File: src/rtl/mc_ctrl.sv
// Multi-cycle MIPS main controller: sequences FETCH/DECODE/EXEC/MEM/WB from the
// latched IR opcode/funct and drives every datapath select and write enable.
module mc_ctrl #(
  parameter bit UNKNOWN_AS_NOP = 1'b1
) (
  input  logic       clk,
  input  logic       reset,
  input  logic [5:0] opcode,
  input  logic [5:0] funct,
  input  logic       zero,
  output logic       PCWr,
  output logic       IRWr,
  output logic       RegWrite,
  output logic       MemWrite,
  output logic       EXTOp,
  output logic       ALUSrc,
  output logic [2:0] ALUOp,
  output logic [1:0] RegDst,
  output logic [1:0] WDSel,
  output logic [1:0] NPCOp,
  output logic [2:0] state,
  output logic       retire,
  output logic       illegal
);

  typedef enum logic [2:0] {
    S_FETCH  = 3'd0,
    S_DECODE = 3'd1,
    S_EXEC   = 3'd2,
    S_MEM    = 3'd3,
    S_WB     = 3'd4,
    S_HALT   = 3'd7
  } state_e;

  state_e state_q, state_d;

  logic is_rtype, is_addu, is_subu, is_jr, is_nop;
  logic is_ori, is_lui, is_lw, is_sw, is_beq, is_j, is_jal, is_known;

  assign is_rtype = (opcode == 6'h00);
  assign is_addu  = is_rtype && (funct == 6'h21);
  assign is_subu  = is_rtype && (funct == 6'h23);
  assign is_jr    = is_rtype && (funct == 6'h08);
  assign is_nop   = is_rtype && (funct == 6'h00);
  assign is_ori   = (opcode == 6'h0D);
  assign is_lui   = (opcode == 6'h0F);
  assign is_lw    = (opcode == 6'h23);
  assign is_sw    = (opcode == 6'h2B);
  assign is_beq   = (opcode == 6'h04);
  assign is_j     = (opcode == 6'h02);
  assign is_jal   = (opcode == 6'h03);
  assign is_known = is_addu | is_subu | is_jr | is_nop | is_ori | is_lui |
                    is_lw | is_sw | is_beq | is_j | is_jal;

  always_ff @(posedge clk) begin
    if (reset) state_q <= S_FETCH;
    else       state_q <= state_d;
  end

  assign state = state_q;

  always_comb begin
    state_d  = state_q;
    PCWr     = 1'b0;
    IRWr     = 1'b0;
    RegWrite = 1'b0;
    MemWrite = 1'b0;
    EXTOp    = 1'b0;
    ALUSrc   = 1'b0;
    ALUOp    = 3'd0;
    RegDst   = 2'd0;
    WDSel    = 2'd0;
    NPCOp    = 2'd0;
    retire   = 1'b0;
    illegal  = 1'b0;

    // Extender mode depends only on the latched opcode, so it stays stable
    // for the whole instruction once DECODE is reached.
    if (state_q inside {S_DECODE, S_EXEC, S_MEM, S_WB})
      EXTOp = is_ori | is_lui;

    unique case (state_q)
      S_FETCH: begin
        IRWr    = 1'b1;
        PCWr    = 1'b1;
        NPCOp   = 2'd0;
        state_d = S_DECODE;
      end
      S_DECODE: begin
        if (is_j || is_jal) begin
          PCWr    = 1'b1;
          NPCOp   = 2'd2;
          retire  = 1'b1;
          state_d = S_FETCH;
          if (is_jal) begin
            RegWrite = 1'b1;
            RegDst   = 2'd2;
            WDSel    = 2'd2;
          end
        end else if (is_jr) begin
          PCWr    = 1'b1;
          NPCOp   = 2'd3;
          retire  = 1'b1;
          state_d = S_FETCH;
        end else if (is_nop) begin
          retire  = 1'b1;
          state_d = S_FETCH;
        end else if (!is_known) begin
          if (UNKNOWN_AS_NOP) begin
            retire  = 1'b1;
            state_d = S_FETCH;
          end else begin
            state_d = S_HALT;
          end
        end else begin
          state_d = S_EXEC;
        end
      end
      S_EXEC: begin
        state_d = S_WB;
        if (is_subu) begin
          ALUOp = 3'd1;
        end else if (is_ori) begin
          ALUOp  = 3'd2;
          ALUSrc = 1'b1;
        end else if (is_lui) begin
          ALUOp  = 3'd3;
          ALUSrc = 1'b1;
        end else if (is_lw || is_sw) begin
          ALUSrc  = 1'b1;
          state_d = S_MEM;
        end else if (is_beq) begin
          ALUOp   = 3'd1;
          PCWr    = zero;
          NPCOp   = 2'd1;
          retire  = 1'b1;
          state_d = S_FETCH;
        end
      end
      S_MEM: begin
        if (is_sw) begin
          MemWrite = 1'b1;
          retire   = 1'b1;
          state_d  = S_FETCH;
        end else begin
          state_d = S_WB;
        end
      end
      S_WB: begin
        RegWrite = 1'b1;
        RegDst   = is_rtype ? 2'd1 : 2'd0;
        WDSel    = is_lw ? 2'd1 : 2'd0;
        retire   = 1'b1;
        state_d  = S_FETCH;
      end
      S_HALT: begin
        illegal = 1'b1;
      end
      default: state_d = S_FETCH;
    endcase

    // Reset aborts any in-flight instruction: suppress every side effect.
    if (reset) begin
      PCWr     = 1'b0;
      IRWr     = 1'b0;
      RegWrite = 1'b0;
      MemWrite = 1'b0;
      retire   = 1'b0;
      illegal  = 1'b0;
    end
  end

endmodule

File: config.mk
export PLATFORM = sky130hd
export DESIGN_NAME = mc_ctrl
export DESIGN_NICKNAME = d
export VERILOG_FILES = /design/src/rtl/mc_ctrl.sv
export SDC_FILE = /design/constraint.sdc
export NUM_CORES = 1
export LEC_CHECK = 0
export ABC_AREA = 0
export CORE_AREA = 2 2 41 43
export DETAILED_ROUTE_END_ITERATION = 10
export DIE_AREA = 0 0 43 45
export PLACE_DENSITY = 0.78
export SYNTH_ARGS = -nofsm -noshare
export SYNTH_HDL_FRONTEND = slang
export SYNTH_SLANG_ARGS = --single-unit
File: constraint.sdc
create_clock -name clk -period 3 [get_ports clk]
set_clock_uncertainty 0.1 [all_clocks]
set_input_delay 0.6 -clock clk [delete_from_list [all_inputs] [get_ports clk]]
set_output_delay 0.6 -clock clk [all_outputs]
set_load 0.1 [all_outputs]
# == Yosys cells after proc, flatten, opt, wreduce, memory -nomap -nowiden ==
# Cells that the tools add are included.
# op_classes
eq_ne,15
n_reduce_logical,10
n_bitwise,11
muxes,68
# op_table
op,count
$mux 1,43
$eq 6x6->1 const B,4
$mux 2,12
$eq 6x4->1 const B,3
$mux 3,6
$pmux 3 s5,1
$eq 6x2->1 const B,2
$logic_not 6->1,2
$pmux 2 s2,3
$or 1x1->1,11
$eq 3x2->1 const B,2
$eq 3x3->1 const B,2
$eq 6x3->1 const B,1
$logic_and 1x1->1,4
$pmux 1 s4,1
$reduce_bool 4->1,1
$eq 3x1->1 const B,1
$logic_not 3->1,1
$pmux 1 s3,1
$logic_or 1x1->1,2
$pmux 1 s2,1
# totals
elab_cells,105
in_bits,15
out_inout_bits,20
register_bits,3

# == Longest topological paths before layout ==
# logic_depth
word_depth,18
ltp_mapped,5
depth_no_buf,5

# == Worst setup path before layout ==
# No wires, ideal clock.
# synth_path
kind,flip-flop to output port
start,register state_q[1] (netlist: state[1])
end,output IRWr
required_ns,2.300
arrival_time_ns,3.963
path_stages_with_launch,3
slack_ns,-1.663
path_cell_list,dfxtp_1 > clkbuf_1 > nor4_1
# synth_between
elab_chain_len,3
# synth_rtl
element,line_no,text
"start, declared",35,"state_e state_q, state_d;"
"start signal, assigned",57,else state_q <= state_d;
$logic_not 3->1,82,unique case (state_q)
$mux 1,82,
$mux 1,163,if (reset) begin
"end, declared",12,"output logic IRWr,"
# Every way passes these cells.

# == Worst setup path after layout ==
# layout_path
start,input funct[2]
end,output NPCOp[0]
# layout_between
elab_chain_len,5
# layout_rtl
element,line_no,text
"start, declared",9,"input logic [5:0] funct,"
$eq 6x4->1,43,assign is_jr = is_rtype && (funct == 6'h08);
$logic_and 1x1->1,43,
$mux 2,100,end else if (is_jr) begin
$mux 2,90,if (is_j || is_jal) begin
$pmux 2 s2 (*),82,
"end, declared",20,"output logic [1:0] NPCOp,"
# Mark *: on every way between the ends. The rest lies on a longest branch, timed or not.

==> results <==
## power breakdown
group	switching, W	internal [W]
clock network	0.0000225	0.0000499
logic	0.0000768	0.0000512
registers	0.00000427	0.0000417
total	0.000104	0.000143
## final timing paths
path                               start        to  cells after the start
worst max-delay path            funct[2]  NPCOp[0]                      5
worst min-delay path            state[1]  state[2]                      2
worst max register to register  state[0]  state[1]                      4
worst min register to register  state[1]  state[2]                      2
## synthesized netlist by cell type (2+ instances only)
| cell type | count |
|---|---|
| sky130_fd_sc_hd__nor2_1 | 9 |
| sky130_fd_sc_hd__a21oi_1 | 6 |
| sky130_fd_sc_hd__nand2_1 | 6 |
| sky130_fd_sc_hd__nor3_1 | 6 |
| sky130_fd_sc_hd__o21ai_0 | 6 |
| sky130_fd_sc_hd__nand3_1 | 4 |
| sky130_fd_sc_hd__a31oi_1 | 3 |
| sky130_fd_sc_hd__clkbuf_1 | 3 |
| sky130_fd_sc_hd__dfxtp_1 | 3 |
| sky130_fd_sc_hd__nand3b_1 | 3 |
| sky130_fd_sc_hd__or3_1 | 3 |
| sky130_fd_sc_hd__and2_1 | 2 |
| sky130_fd_sc_hd__buf_4 | 2 |
| sky130_fd_sc_hd__inv_1 | 2 |
| sky130_fd_sc_hd__nor3b_1 | 2 |
| sky130_fd_sc_hd__or2_2 | 2 |
## through the flow
| step | cells | total power [W] | worst slack (ps) | hold slack (ps) |
|---|---|---|---|---|
| 5_1_grt | 142 | 0.0002562 | 8.123 | 545.3 |
| 2_1_floorplan | 78 | 0.0001150 | -265.6 | 562.0 |
| 6_report | 142 | 0.0002464 | 27.72 | 522.7 |
| 4_1_cts | 142 | 0.0002472 | 53.90 | 464.6 |
| 3_5_place_dp | 137 | 0.0001739 | -249.1 | 456.3 |
| 3_3_place_gp | 137 | 0.0001716 | -128.8 | 440.9 |
## repair_timing
item	in CTS	in global routing
setup buffers	1	0
gates resized for setup	19	0
setup endpoints to repair	7	0
## logic make-up after synthesis
group	after synthesis
DFF	3
buffers and inverters	7
other	1
and+or+nand+nor	49
AOI/OAI and AO/OA	18
## critical path, cell delays in order
cell and delay, ps:
sky130_fd_sc_hd__clkdlybuf4s50_1 410, sky130_fd_sc_hd__or2_2 370, sky130_fd_sc_hd__or3_4 360, sky130_fd_sc_hd__o32ai_4 320, sky130_fd_sc_hd__buf_12 210
## layer usage
metal / part of all wire / vias up
met5: 0 / -
met4: 0.041 / 0
met3: 0.071 / 10
met2: 0.54 / 50
met1: 0.35 / 379
li1: - / 382
## cell type report
type / instances / area [um^2]
Sequential cell: 3 / 63.81
Tap cell: 16 / 20.02
Fill cell: 85 / 205.2
Clock buffer: 4 / 26.28
Inverter: 2 / 11.26
Multi-Input combinational cell: 68 / 554.3
Timing Repair Buffer: 49 / 590.6
==> results.txt <==
The run finished with clean final reports. The tools report the depth of the CTS H-tree as 1. The tools report the count of synthesis-stage warnings from yosys as 0. For this run, design rule violations remaining after detail routing come to 0.

Once detail routing completed, the nets flagged for antenna violations numbered 0. The synthesized design contains 3 register bits. The tools report the clock root buffer master as sky130_fd_sc_hd__clkbuf_4.

The net count after synthesis was 93; the share of synthesized registers carrying an async set or reset was 0. For this design, the CTS-stage hold fixing added 0 buffers. The die boundary height came out at 45 um. The combinational family with the most area after synthesis was simple AND/OR/NAND/NOR gates. Along the worst path, the maximum fanout reaches 3.

The average wire length per cell after detail routing was 15.77 um. After clock tree synthesis, the clock-pin slew on the worst setup and hold paths is 40 ps. The number of vias after detailed routing was 821. The final layout contains 142 nets. Compared with the post-synthesis result, the final layout area differs by 153.6%. The simple-gate share of the synthesized area works out to 0.6015. The required time of the critical path was 2300 ps; the static leakage was 0.4835 nW. After routing the design area is 1266 um^2. Mean instance size in the synthesized netlist: 6.400 um^2. The logs give 1490 ps for the worst-case register-to-register setup slack and 499.2 um^2 for the post-synthesis cell area.

The area share of xor/xnor cells in the synthesized design is 0, and the placed instance area is 1211 um^2. The worst path in the final design needs a cycle of 2972 ps, including I/O delays and setup. STA puts the critical path data arrival time at 2270 ps. The total CTS buffers is 3, and the number of search-and-repair iterations in the first detailed-routing pass is 4. The share of the synthesized area in the top cell type was 0.1203; the total wirelength of the detailed-routed design was 2240 um. Summed over all instances, the cell type with the most area after synthesis is sky130_fd_sc_hd__dfxtp_1.

The tool flagged a number of max-cap violations equal to 0. The layer carrying the most global-route usage is met2. TritonCTS built the clock tree. The proportion of synthesized chip area in sequential cells was 0.1203. Leaving out fill and tap cells, the most frequent cells in the layout are sky130_fd_sc_hd__buf_4 (19), sky130_fd_sc_hd__buf_12 (16), sky130_fd_sc_hd__dlygate4sd2_1 (10). Clock latency on the worst-skew pair, taken at its later pin, is 230 ps. The number of enable-type register cells in the synthesized netlist was 0.

The total overflow left after global routing is 0. The final hold violation count was 0. The launching element type of the critical path was a primary input.

The run gives 35 as the I/O pin count. For the routability congestion estimate, the log shows 0.7897. After legalization and detailed placement, the total HPWL measured 1682 um.

Total negative slack for setup checks: 0 ps. The first global-routing pass estimated 3636 um of wire. Total routing resource utilization after global routing: 0.2525. The die covers 1935 um^2. In this run the standard cell core region covers 1471 um^2. The number of port buffers is 33, and the count of cell types in the netlist is 32.

The tools report the fmax as 0.3364 GHz. Portion of the clock cycle consumed by the worst path in the final layout: 0.9908. The adder and majority cell fraction of the synthesized area is 0. Clock tree synthesis found a total of 3 sinks.

The logs give 0.8605 for the final core utilization and 0 for the max-slew violation count. For the number of antenna violations at the first check in global routing, the log shows 0. The register with the most flip-flops in the layout has 3 of them.

The compound-gate portion of the synthesized area is 0.2030, and the number of standard-cell rows in the floorplan is 14. The power density relative to cell area is 194.6 nW/um^2. The logs give 0.3393 for the effective utilization at floorplan and 805 for the via count of the first global-routing pass. Entering global routing, the biggest net connects 14 pins. The global-route track usage on met3 is 0.04000, and the die boundary width is 43 um. The number of vias per cell after detailed routing is 5.782, and the mux cell area share after synthesis is 0. The proportion of layout cells with a drive suffix above 1 works out to 0.5556. Setup violations remaining at the end of the flow were counted as 0.

The detailed router finished its first iteration with 25 violations. VDD sags by at most 0.1477 mV. For this run, the leading register cell type out of synthesis is sky130_fd_sc_hd__dfxtp_1. Critical path class: in2out.

Setup repair after global routing left no endpoint under its margin. In the post-synthesis netlist, the biggest area contributors are sky130_fd_sc_hd__dfxtp_1 (12%), sky130_fd_sc_hd__nor2_1 (6.8%), sky130_fd_sc_hd__a21oi_1 (6.0%). The path type of the worst min-delay path was reg2reg. The synthesized instance count was 78.

Leaving out fill and tap cells, the most frequent cell in the layout is sky130_fd_sc_hd__buf_4. Counting along the longest clock path gives a buffer depth of 2. STA classifies the critical path endpoint as an output pin. The routing usage on met1 came out at 0.2843. The number of antenna diodes in the final layout is 0. Global routing met2 resource utilization: 0.4636.
Power figures use the tool's default switching activity.
